**src/rtl/load_dff_serializer_if.sv**
```systemverilog
// Handshake and serial-output bundle between a word producer, the serializer
// and the downstream load-enabled flop.
interface load_dff_serializer_if #(
  parameter int W = 8
) ();
  logic [W-1:0] din;
  logic         din_valid;
  logic         din_ready;
  logic         a;
  logic         sel;
  logic         busy;
  logic         last;

  modport master (
    output din,
    output din_valid,
    input  din_ready,
    input  a,
    input  sel,
    input  busy,
    input  last
  );

  modport slave (
    input  din,
    input  din_valid,
    output din_ready,
    output a,
    output sel,
    output busy,
    output last
  );
endinterface

```
**src/rtl/load_dff_serializer.sv**
```systemverilog
// Serialises parallel words one bit per clock onto a load-enabled flop.
// sel=0 makes the flop load `a`; sel=1 makes it hold.
module load_dff_serializer #(
  parameter int W         = 8,
  parameter bit LSB_FIRST = 1'b0
) (
  input  logic                  clk,
  input  logic                  rst,
  load_dff_serializer_if.slave  bus
);

  localparam int CW = (W > 1) ? $clog2(W) : 1;

  typedef enum logic {
    IDLE  = 1'b0,
    SHIFT = 1'b1
  } state_t;

  state_t          state_q, state_d;
  logic [W-1:0]    sreg_q, sreg_d;
  logic [CW-1:0]   cnt_q, cnt_d;
  logic            a_q, a_d;
  logic            sel_q, sel_d;
  logic            busy_q, busy_d;
  logic            last_q, last_d;
  logic            ready_s;
  logic            take_s;

  function automatic logic head_bit(input logic [W-1:0] w);
    return LSB_FIRST ? w[0] : w[W-1];
  endfunction

  // The register keeps only the bits not yet presented on `a`.
  function automatic logic [W-1:0] advance(input logic [W-1:0] w);
    return LSB_FIRST ? (w >> 1) : (w << 1);
  endfunction

  assign ready_s       = (state_q == IDLE) || last_q;
  assign take_s        = bus.din_valid && ready_s;
  assign bus.din_ready = ready_s;
  assign bus.a         = a_q;
  assign bus.sel       = sel_q;
  assign bus.busy      = busy_q;
  assign bus.last      = last_q;

  // State and output registers; rst overrides everything.
  always_ff @(posedge clk) begin
    if (rst) begin
      state_q <= IDLE;
      sreg_q  <= {W{1'b0}};
      cnt_q   <= {CW{1'b0}};
      a_q     <= 1'b0;
      sel_q   <= 1'b1;
      busy_q  <= 1'b0;
      last_q  <= 1'b0;
    end else begin
      state_q <= state_d;
      sreg_q  <= sreg_d;
      cnt_q   <= cnt_d;
      a_q     <= a_d;
      sel_q   <= sel_d;
      busy_q  <= busy_d;
      last_q  <= last_d;
    end
  end

  // Next state: capture a word, shift the next bit, or fall back to idle.
  always_comb begin
    state_d = state_q;
    sreg_d  = sreg_q;
    cnt_d   = cnt_q;
    a_d     = a_q;
    sel_d   = sel_q;
    busy_d  = busy_q;
    last_d  = last_q;

    case (state_q)
      IDLE, SHIFT: begin
        if (take_s) begin
          state_d = SHIFT;
          a_d     = head_bit(bus.din);
          sreg_d  = advance(bus.din);
          cnt_d   = CW'(W - 1);
          sel_d   = 1'b0;
          busy_d  = 1'b1;
          last_d  = 1'b0;
        end else if ((state_q == SHIFT) && !last_q) begin
          state_d = SHIFT;
          a_d     = head_bit(sreg_q);
          sreg_d  = advance(sreg_q);
          cnt_d   = cnt_q - CW'(1);
          sel_d   = 1'b0;
          busy_d  = 1'b1;
          last_d  = (cnt_q == CW'(1));
        end else begin
          state_d = IDLE;
          a_d     = 1'b0;
          sel_d   = 1'b1;
          busy_d  = 1'b0;
          last_d  = 1'b0;
        end
      end
      default: begin
        state_d = IDLE;
        sreg_d  = {W{1'b0}};
        cnt_d   = {CW{1'b0}};
        a_d     = 1'b0;
        sel_d   = 1'b1;
        busy_d  = 1'b0;
        last_d  = 1'b0;
      end
    endcase
  end

endmodule

```
**src/flat_wrapper.sv**
```systemverilog
// flat-port wrapper written by rule: the top's interface ports become plain ports
module load_dff_serializer_flat 
#(
  parameter int W         = 8,
  parameter bit LSB_FIRST = 1'b0
)
  (clk, rst, bus_din, bus_din_valid, bus_din_ready, bus_a, bus_sel, bus_busy, bus_last);
  load_dff_serializer_if #(.W(W)) bus_i ();
  input  logic clk;
  input  logic rst;
  input wire logic [$bits(bus_i.din)-1:0] bus_din;
  input wire logic [$bits(bus_i.din_valid)-1:0] bus_din_valid;
  output wire logic [$bits(bus_i.din_ready)-1:0] bus_din_ready;
  output wire logic [$bits(bus_i.a)-1:0] bus_a;
  output wire logic [$bits(bus_i.sel)-1:0] bus_sel;
  output wire logic [$bits(bus_i.busy)-1:0] bus_busy;
  output wire logic [$bits(bus_i.last)-1:0] bus_last;
  assign bus_i.din = bus_din;
  assign bus_i.din_valid = bus_din_valid;
  assign bus_din_ready = bus_i.din_ready;
  assign bus_a = bus_i.a;
  assign bus_sel = bus_i.sel;
  assign bus_busy = bus_i.busy;
  assign bus_last = bus_i.last;
  load_dff_serializer #(.W(W), .LSB_FIRST(LSB_FIRST)) u_core (.clk(clk), .rst(rst), .bus(bus_i));
endmodule
```
**config.mk**
```make
export PLATFORM = sky130hd
export DESIGN_NAME = load_dff_serializer_flat
export DESIGN_NICKNAME = d
export VERILOG_FILES = /design/src/rtl/load_dff_serializer_if.sv /design/src/rtl/load_dff_serializer.sv /design/src/flat_wrapper.sv
export SDC_FILE = /design/constraint.sdc
export NUM_CORES = 1
export LEC_CHECK = 0
export ABC_AREA = 1
export BUFFER_PORTS_ARGS = -buffer_cell sky130_fd_sc_hd__buf_2
export CORE_AREA = 2 2 39 41
export DETAILED_ROUTE_END_ITERATION = 10
export DIE_AREA = 0 0 41 43
export HOLD_SLACK_MARGIN = 0.15
export PLACE_DENSITY = 0.72
export RECOVER_POWER = 25
export SLEW_MARGIN = 25
export SYNTH_ARGS = -nofsm -noshare
export SYNTH_HDL_FRONTEND = slang
export SYNTH_SLANG_ARGS = --single-unit
```
**constraint.sdc**
```tcl
create_clock -name clk -period 1.1 [get_ports clk]
set_clock_uncertainty 0.05 [all_clocks]
set_input_delay 0.22 -clock clk [delete_from_list [all_inputs] [get_ports clk]]
set_output_delay 0.22 -clock clk [all_outputs]
set_load 0.05 [all_outputs]
```
==> results.md, run 1 <==
- The flow ran to the end, but the final reports show violations.
- The final reports fail on negative setup slack.
- The sequential fraction of the synthesis area is between 40% and 50%.
- The row count is 14.
- The number of search-and-repair iterations in the first detailed-routing pass is 5.
- The number of fill cells is 98.
- The post-detailed-route count of antenna-violating nets is 0.
- Headroom to the max-slew limit came out at between 80 and 90%.
- At the placement stage, the worst setup path has a slack of ~0.067 ns.
- The number of failing hold endpoints at the final stage is 0.
- The leakage power total is 0.482 nW.
- The fraction of layout cells with a size suffix above 1 is 49.1%.
- No sink is reached through more buffers than the 2 on the longest clock path.
- The kind of start point of the critical path is a flop.
- The all-layer global routing usage is roughly 18%.
- The area of the multi-input gates is around 370 um2.
- The worst-case hold slack is 0.178 ns.
- TritonCTS built the clock tree.
- The die covers 0.00176 mm2.
- The critical path is of the reg -> out type.
- The remaining global-route overflow is 0.
- The tool flagged a number of max-cap violations equal to 0.
- The post-layout minimum cycle time is approximately 1.2 ns.
- The max-slew violation total from the final report was 0.
- In this run the cell area of the synthesized design comes to about 630 um2.
- At the end of routability-driven placement, the weighted congestion stood at 0.806.
- Overall power consumption after layout is estimated at about 1.3 mW.
- The clock root buffer master is clkbuf_4.
- The critical path goes through inv_4 > nand2_4 > buf_8.
- The worst-case IR drop observed on VDD is about 590 uV.
- For the worst setup path, the data arrival time is roughly 0.91 ns.
- After detailed routing, the number of remaining DRC violations is 0.
- For this block, the initial DRC count from the detailed router was 13.
- Setup violations remaining at the end of the flow were counted as 5.
- The clock latency of the later-clocked register in the worst-skew pair is ~0.3 ns.
- The wire length of the first global-routing pass is 2.10 mm.
- The number of warnings issued by yosys is 0.
- The initial antenna violation count is 0.
- The count of cell types in the netlist is 14.
- The routed layout has 654 vias.
- The count of buffers added on input and output ports is 15.
- The average routed wire per standard cell is about 13 um.
- The height of the die is between 40 and 50 um.
- The category of the worst setup path capture point is an output port.
- The mean instance size in the synthesized netlist is approximately 7.2 um2.
- For the worst setup path, the data required time is around 0.83 ns.
- Setup repair after global routing could not meet its margin everywhere.
- Pin placement for this block handled 16 I/O pins.
- The area taken by flip-flops and latches is just under 300 um2.
- From left edge to right edge, the die measures roughly 41 um.
- The type of the tightest min-delay check is in -> reg.
- The total area inside the core boundary comes to around 0.0014 mm2.
- Dividing the final minimum period by the clock period gives 108%.
- The depth of the CTS H-tree is 1.
- The clock drives 14 sinks.
- For this run, the slowest stage of the critical path takes around 0.37 ns.
- The clock-pin slew reported for the worst setup and hold paths after clock tree synthesis is about 0.090 ns.
- The end-of-flow core utilization is 70.2%.
- The master of the slowest instance on the critical path is dfxtp_4.
- The kind of cell adding the most delay to the critical path is flip-flops.
- The final layout contains 126 nets.
- The via count of the first global-routing pass is 525.
- The number of buffers and inverters on the critical path is 2.
- Using the TritonRoute via totals, the vias-per-cell ratio works out to 5.11.
- Synthesis inferred 14 register bits.
- The synthesized instance count is just under 90.
- At the pin with the least slew margin, the transition time is roughly 0.2 ns.
- Across all setup checks in the final design, the least slack found is -0.0826 ns.
- Buffers inserted during clock tree synthesis total 3.
- The power density normalized to cell area is between 1000 and 1500 mW/mm2.
- The sum of net half-perimeters after detailed placement is between 800 and 900 um.
- The peak clock frequency supported by timing is ~0.85 GHz.
- The number of inserted diodes is 0.
- The routed design has around 1.7 mm of wire.
- The post-synth net total is 100.
- The area growth from synthesis to layout is 54.6%.
- In this run the worst path has a maximum fanout of 3.
- Entering global routing, the biggest net connects 11 pins.
- The initial core utilization is between 40% and 50%.
-- final timing paths --
kind / from / endpoint / slack [ns] / depth (start not counted)
max reg2reg: u_core.bus.last / u_core.sreg_q[2] / -0.02 / 8
min reg2reg: u_core.sreg_q[2] / u_core.sreg_q[3] / 0.43 / 2
max: u_core.bus.last / bus_din_ready / -0.08 / 3
min: bus_din[5] / u_core.sreg_q[6] / 0.18 / 5
-- metrics by stage --
stage	cell area, um2	TNS (ns)	instances
after floorplan	639	0	87
after detailed placement	722	0	117
after CTS	835	-0.197	127
final	971	-0.138	128
after global routing	971	-0.468	128
after global placement	722	0	117
-- sequential cells by signal, summed over array words and instances (netlist names) --
register,count
u_core.bus.sel,1
u_core.sreg_q,7
u_core.state_q,1
u_core.cnt_q,3
u_core.bus.last,1
u_core.bus.a,1
-- worst register-to-register path, stage by stage (launching register included) --
cell and delay [ns]:
dfxtp_4 0.37, inv_4 0.05, nand2_4 0.05, buf_6 0.13, buf_6 0.12, nand3_1 0.07
nand3_1 0.08, nand2_1 0.07, inv_1 0.03
-- cell usage after synthesis (all sizes together) --
library cell,instances,area [um2]
inv,16,60.1
nand2,25,101
buf,2,16.3
ha,2,25.0
a21oi,5,25.0
dfxtp,14,280
nand3,18,90.1
o21ai,2,10.0
nor3,1,5.00
nor2,2,15.0
-- routing by layer --
layer	GRT usage, %	part of all wire [%]	up-vias
met3	4.71	5.6	7
li1	-	-	324
met2	28.4	50	29
met1	20.1	41	294
met4	10.0	3.3	0
met5	0	0	-
-- repair_timing --
action,4_1_cts,5_1_grt
setup buffers,3,0
hold endpoints to repair,5,0
pin swaps,1,5
resized for setup,8,34
setup endpoints to repair,5,17
hold buffers,3,0
cloned,0,1
-- final cells by class --
class                           count  area share [%]
Clock buffer                        4            3.74
Inverter                           16            7.22
Multi-Input combinational cell     56            38.3
Sequential cell                    14            29.8
Tap cell                           16            2.06
Timing Repair Buffer               22            18.9
-- cell usage in the layout (no fill, tap or decap), drive strengths merged --
master        n
dlygate4sd3   3
clkinv        1
buf          19
nand2        25
dfxtp        14
ha            2
nor3          1
a21oi         5
nand3        18
nor2          3
o21ai         2
clkbuf        4
inv          15
-- logic make-up after synthesis --
| family | count (synthesis) | share of synthesized area, % |
|---|---|---|
| and+or+nand+nor | 46 | 33.7 |
| buffers and inverters | 18 | 12.2 |
| DFF | 14 | 44.6 |
| AOI/OAI and AO/OA | 7 | 5.58 |
| adders and majority gates | 2 | 3.98 |
-- power by group --
part	internal (mW)	switching (mW)	total (mW)
Clock	0.202	0.191	0.393
Combinational	0.122	0.178	0.300
Sequential	0.541	0.0222	0.563
Power figures use the tool's default switching activity.
==> inputs of run 2 (changes only) <==
Settings changed: ABC_AREA 1 to unset, CORE_AREA 2 2 39 41 to unset, CORE_MARGIN set to 2, CORE_UTILIZATION set to 48, DIE_AREA 0 0 41 43 to unset, PLACE_DENSITY 0.72 to 0.73.
==> results.md, run 2 <==
- The via count of the first global-routing pass is 492 (-6.3%).
- The total of endpoints with negative setup slack in the final report is 15 (+10).
- The power density normalized to cell area is 1310 mW/mm2 (+1.5%).
- The leakage power total came to 0.404 nW (-16%).
- TritonCTS built the clock tree.
- The largest registers in the layout are u_core.sreg_q: 7 flops, u_core.cnt_q: 3 flops.
- The number of warnings issued by yosys is 0 (unchanged).
- By count the netlist is led by 14 x dfxtp_1, 8 x nor2_1, 7 x a211oi_1, 7 x mux2i_1, 5 x nor3_1.
- The wire length of the first global-routing pass is 2.10 mm (+0.33%).
- The count of flip-flops with a built-in enable after synthesis is 0 (unchanged).
- The fraction of registers with async set/reset is 0% (unchanged).
- The post-synthesis instance area came to 623 um2 (-0.80%).
- The final reports fail on negative setup slack.
- The number of cells on the worst reg-to-reg path was 5 (-3).
- The root buffer cell chosen for the clock tree is clkbuf_4.
- The mean instance size in the synthesized netlist came to 10.6 um2 (+46%).
- The final-stage net count came to 99 (-21%).
- By area the synthesized netlist is led by dfxtp_1 45%, mux2i_1 11%, a211oi_1 8.4%.
- The max-slew violation total from the final report is 0 (unchanged).
- The peak clock frequency supported by timing came to 0.780 GHz (-7.7%).
- The count of cell types in the netlist was 20 (+6).
- The final cell count without fillers is 99 (-23%).
- The number of inserted diodes is 0 (unchanged).
- The number of buffers on the longest clock path is 2 (unchanged).
- The cell with the most instances after synthesis is dfxtp_1.
- The clock buffer count from CTS is 3 (unchanged).
- The total power consumption of the routed design is 1.20 mW (-4.3%).
- The path type of the worst setup path is reg -> out.
- The share of the synthesized area in the top cell type is 45.0% (+0.36 points).
- The data arrival time at the worst-slack endpoint is 1.01 ns (+0.10 ns).
- The number of vias in the routed layout is 528 (-19%).
- The number of fill cells is 84 (-14%).
- The actual transition at the worst max-transition pin is 0.358 ns (+0.157 ns).
- STA classifies the critical path startpoint as a flop.
- The synthesized instance count is 59 (-32%).
- The per-cell via count in the routed design is 5.33 (+4.4%).
- The run finished, with violations left.
- In the layout the commonest cells are 12 x buf_2, 12 x dfxtp_1, 8 x buf_4.
- The post-synthesis cell type with the largest combined area is dfxtp_1.
- The category of the worst setup path capture point is an output port.
- The count of clock tree sinks is 14 (unchanged).
- The weighted congestion at the end of routability-driven global placement came to 0.714 (-11%).
- The average routed wire per standard cell is 15.0 um (+14%).
- The data required time of the critical path was 0.83 ns (about the same).
- The type of the tightest min-delay check is in -> reg.
- The count of state elements after synthesis is 14 (unchanged).
- The number of I/O port buffers came to 15 (unchanged).
- The initial core utilization is 53.9% (+8.5 points).
- The DRC violation count after routing is 0 (unchanged).
- The sequential fraction of the synthesis area is 45.0% (+0.36 points).
- The all-layer global routing usage came to 21.4% (+3.6 points).
- The remaining global-route overflow came to 0 (unchanged).
- The depth of the CTS H-tree came to 1 (unchanged).
- The placeable core region is 0.00116 mm2 (-16%).
- The end-of-flow core utilization is 79.2% (+9.1 points).
- The horizontal die dimension is 40.0 um (-2.4%).
- The fraction of layout cells with a size suffix above 1 is 54.1% (+5.0 points).
- The number of search-and-repair iterations in the first detailed-routing pass is 5 (unchanged).
- The die footprint came to 0.00160 mm2 (-9.1%).
- The row count is 12 (-2).
- The post-route fraction of the period consumed by the critical path came to 116% (+9.0 points).
- In the synthesized netlist the dominant register cell turns out to be dfxtp_1.
- The maximum number of pins on one net before global-route repair is 15 (+4).
- The number of failing hold endpoints at the final stage is 0 (unchanged).
- The post-layout minimum cycle time is 1.28 ns (+0.0988 ns).
- The max-cap check violation count is 0 (unchanged).
- The clock-pin slew reported for the worst setup and hold paths after clock tree synthesis came to 0.09 ns (about the same).
- The maximum fanout count along the critical path came to 2 (-1).
- The aggregate routed wire length is 1.49 mm (-12%).
- The height of the die is 40.0 um (-6.9%).
- The clock latency of the later-clocked register in the worst-skew pair is 0.28 ns (-0.02 ns).
- The maximum resistive drop on vdd is 799 uV (+35%).
- The flip-flop count of the largest register after layout is 7 (unchanged).
- The starting DRC count in detailed routing is 14 (+1).
- The post-synth net total is 72 (-28%).
- Setup repair after global routing could not meet its margin everywhere.
- The worst path setup slack after routing is -0.181 ns (-0.0988 ns).
- The headroom to the max-slew limit was 76.1% (-10 points).
- The relative area change from synthesis to final layout is 47.0%.
- Counting flops per register, the top entry is u_core.sreg_q.
- The number of cells on the worst hold path was 3 (-2).
- The count of pins on the block boundary is 16 (unchanged).
- The pre-CTS setup slack is -0.0883 ns (-0.155 ns).
- The number of instances in the placed design is 91 (-22%).
- The initial antenna violation count is 0 (unchanged).
- The sum of net half-perimeters after detailed placement is 891 um (+2.3%).
- The post-detailed-route count of antenna-violating nets is 0 (unchanged).
## run 2: cell types whose count changed after synthesis, moves of 2 or more
cell / delta
a21oi_1: -4
nand2_1: -23
nor2_1: +7
nand3_1: -17
mux2i_1: +7
inv_2: -7
nor3_1: +4
o21ai_1: -2
a211oi_1: +7
inv_1: -7
## run 2: repair_timing
action	4_1_cts	5_1_grt
buffers inserted	2	0
endpoints found under the setup margin	12	16
gates resized for setup	17	6
hold buffers	1	0
endpoints found under the hold margin	1	0
gates cloned	0	1
pin swaps	1	0
## run 2: critical path, stage by stage, from the launching register on
cell     delay, ns
dfxtp_4       0.35
nor2b_4       0.20
inv_6         0.04
buf_8         0.14
## run 2: path summary, 6_finish.rpt
| path | startpoint | endpoint | slack (ns) |
|---|---|---|---|
| max reg2reg | u_core.state_q | u_core.sreg_q[5] | -0.18 |
| max | u_core.state_q | bus_din_ready | -0.18 |
| min reg2reg | u_core.sreg_q[7] | u_core.bus.a | 0.42 |
| min | bus_din_valid | u_core.state_q | 0.18 |
## run 2: per-stage QoR
step | hold slack (ns) | area [um2] | TNS (ns)
4_1_cts | 0.173 | 865 | -1.27
3_5_place_dp | 0.405 | 749 | -0.125
3_3_place_gp | 0.399 | 749 | -0.0101
6_report | 0.181 | 916 | -1.55
5_1_grt | 0.203 | 916 | -1.98
2_1_floorplan | 0.235 | 638 | -1.14
## run 2: cell type report
class | instances | area [um2] | share of cell area, %
multi-input cells | 38 | 355 | 38.8
flip-flops and latches | 14 | 288 | 31.4
repair buffers | 26 | 213 | 23.2
clock buffers | 3 | 22.5 | 2.46
well taps | 14 | 17.5 | 1.91
inverters | 3 | 16.3 | 1.78
clock inverters | 1 | 3.75 | 0.410
## run 2: where the power goes
| part | switching, mW | internal [mW] | total, mW |
|---|---|---|---|
| sequential | 0.0345 | 0.546 | 0.581 |
| combinational | 0.166 | 0.153 | 0.318 |
| clock | 0.172 | 0.132 | 0.303 |
| total | 0.372 | 0.831 | 1.20 |
## run 2: layer usage
metal / vias to the layer above / share of wire (%) / GRT usage, %
met3: 4 / 5.5 / 5.00
met4: 0 / 2.0 / 15.5
met1: 242 / 42 / 21.0
met5: - / 0 / 0
met2: 23 / 51 / 38.7
li1: 259 / - / -
## run 2: cells by family after synthesis
kind of cell / after synthesis / share of synthesized area, %
adders and majority gates: 2 / 4.02
buffers and inverters: 7 / 9.24
and+or+nand+nor: 20 / 19.3
AOI/OAI and AO/OA: 9 / 11.2
muxes: 7 / 11.2
DFF: 14 / 45.0
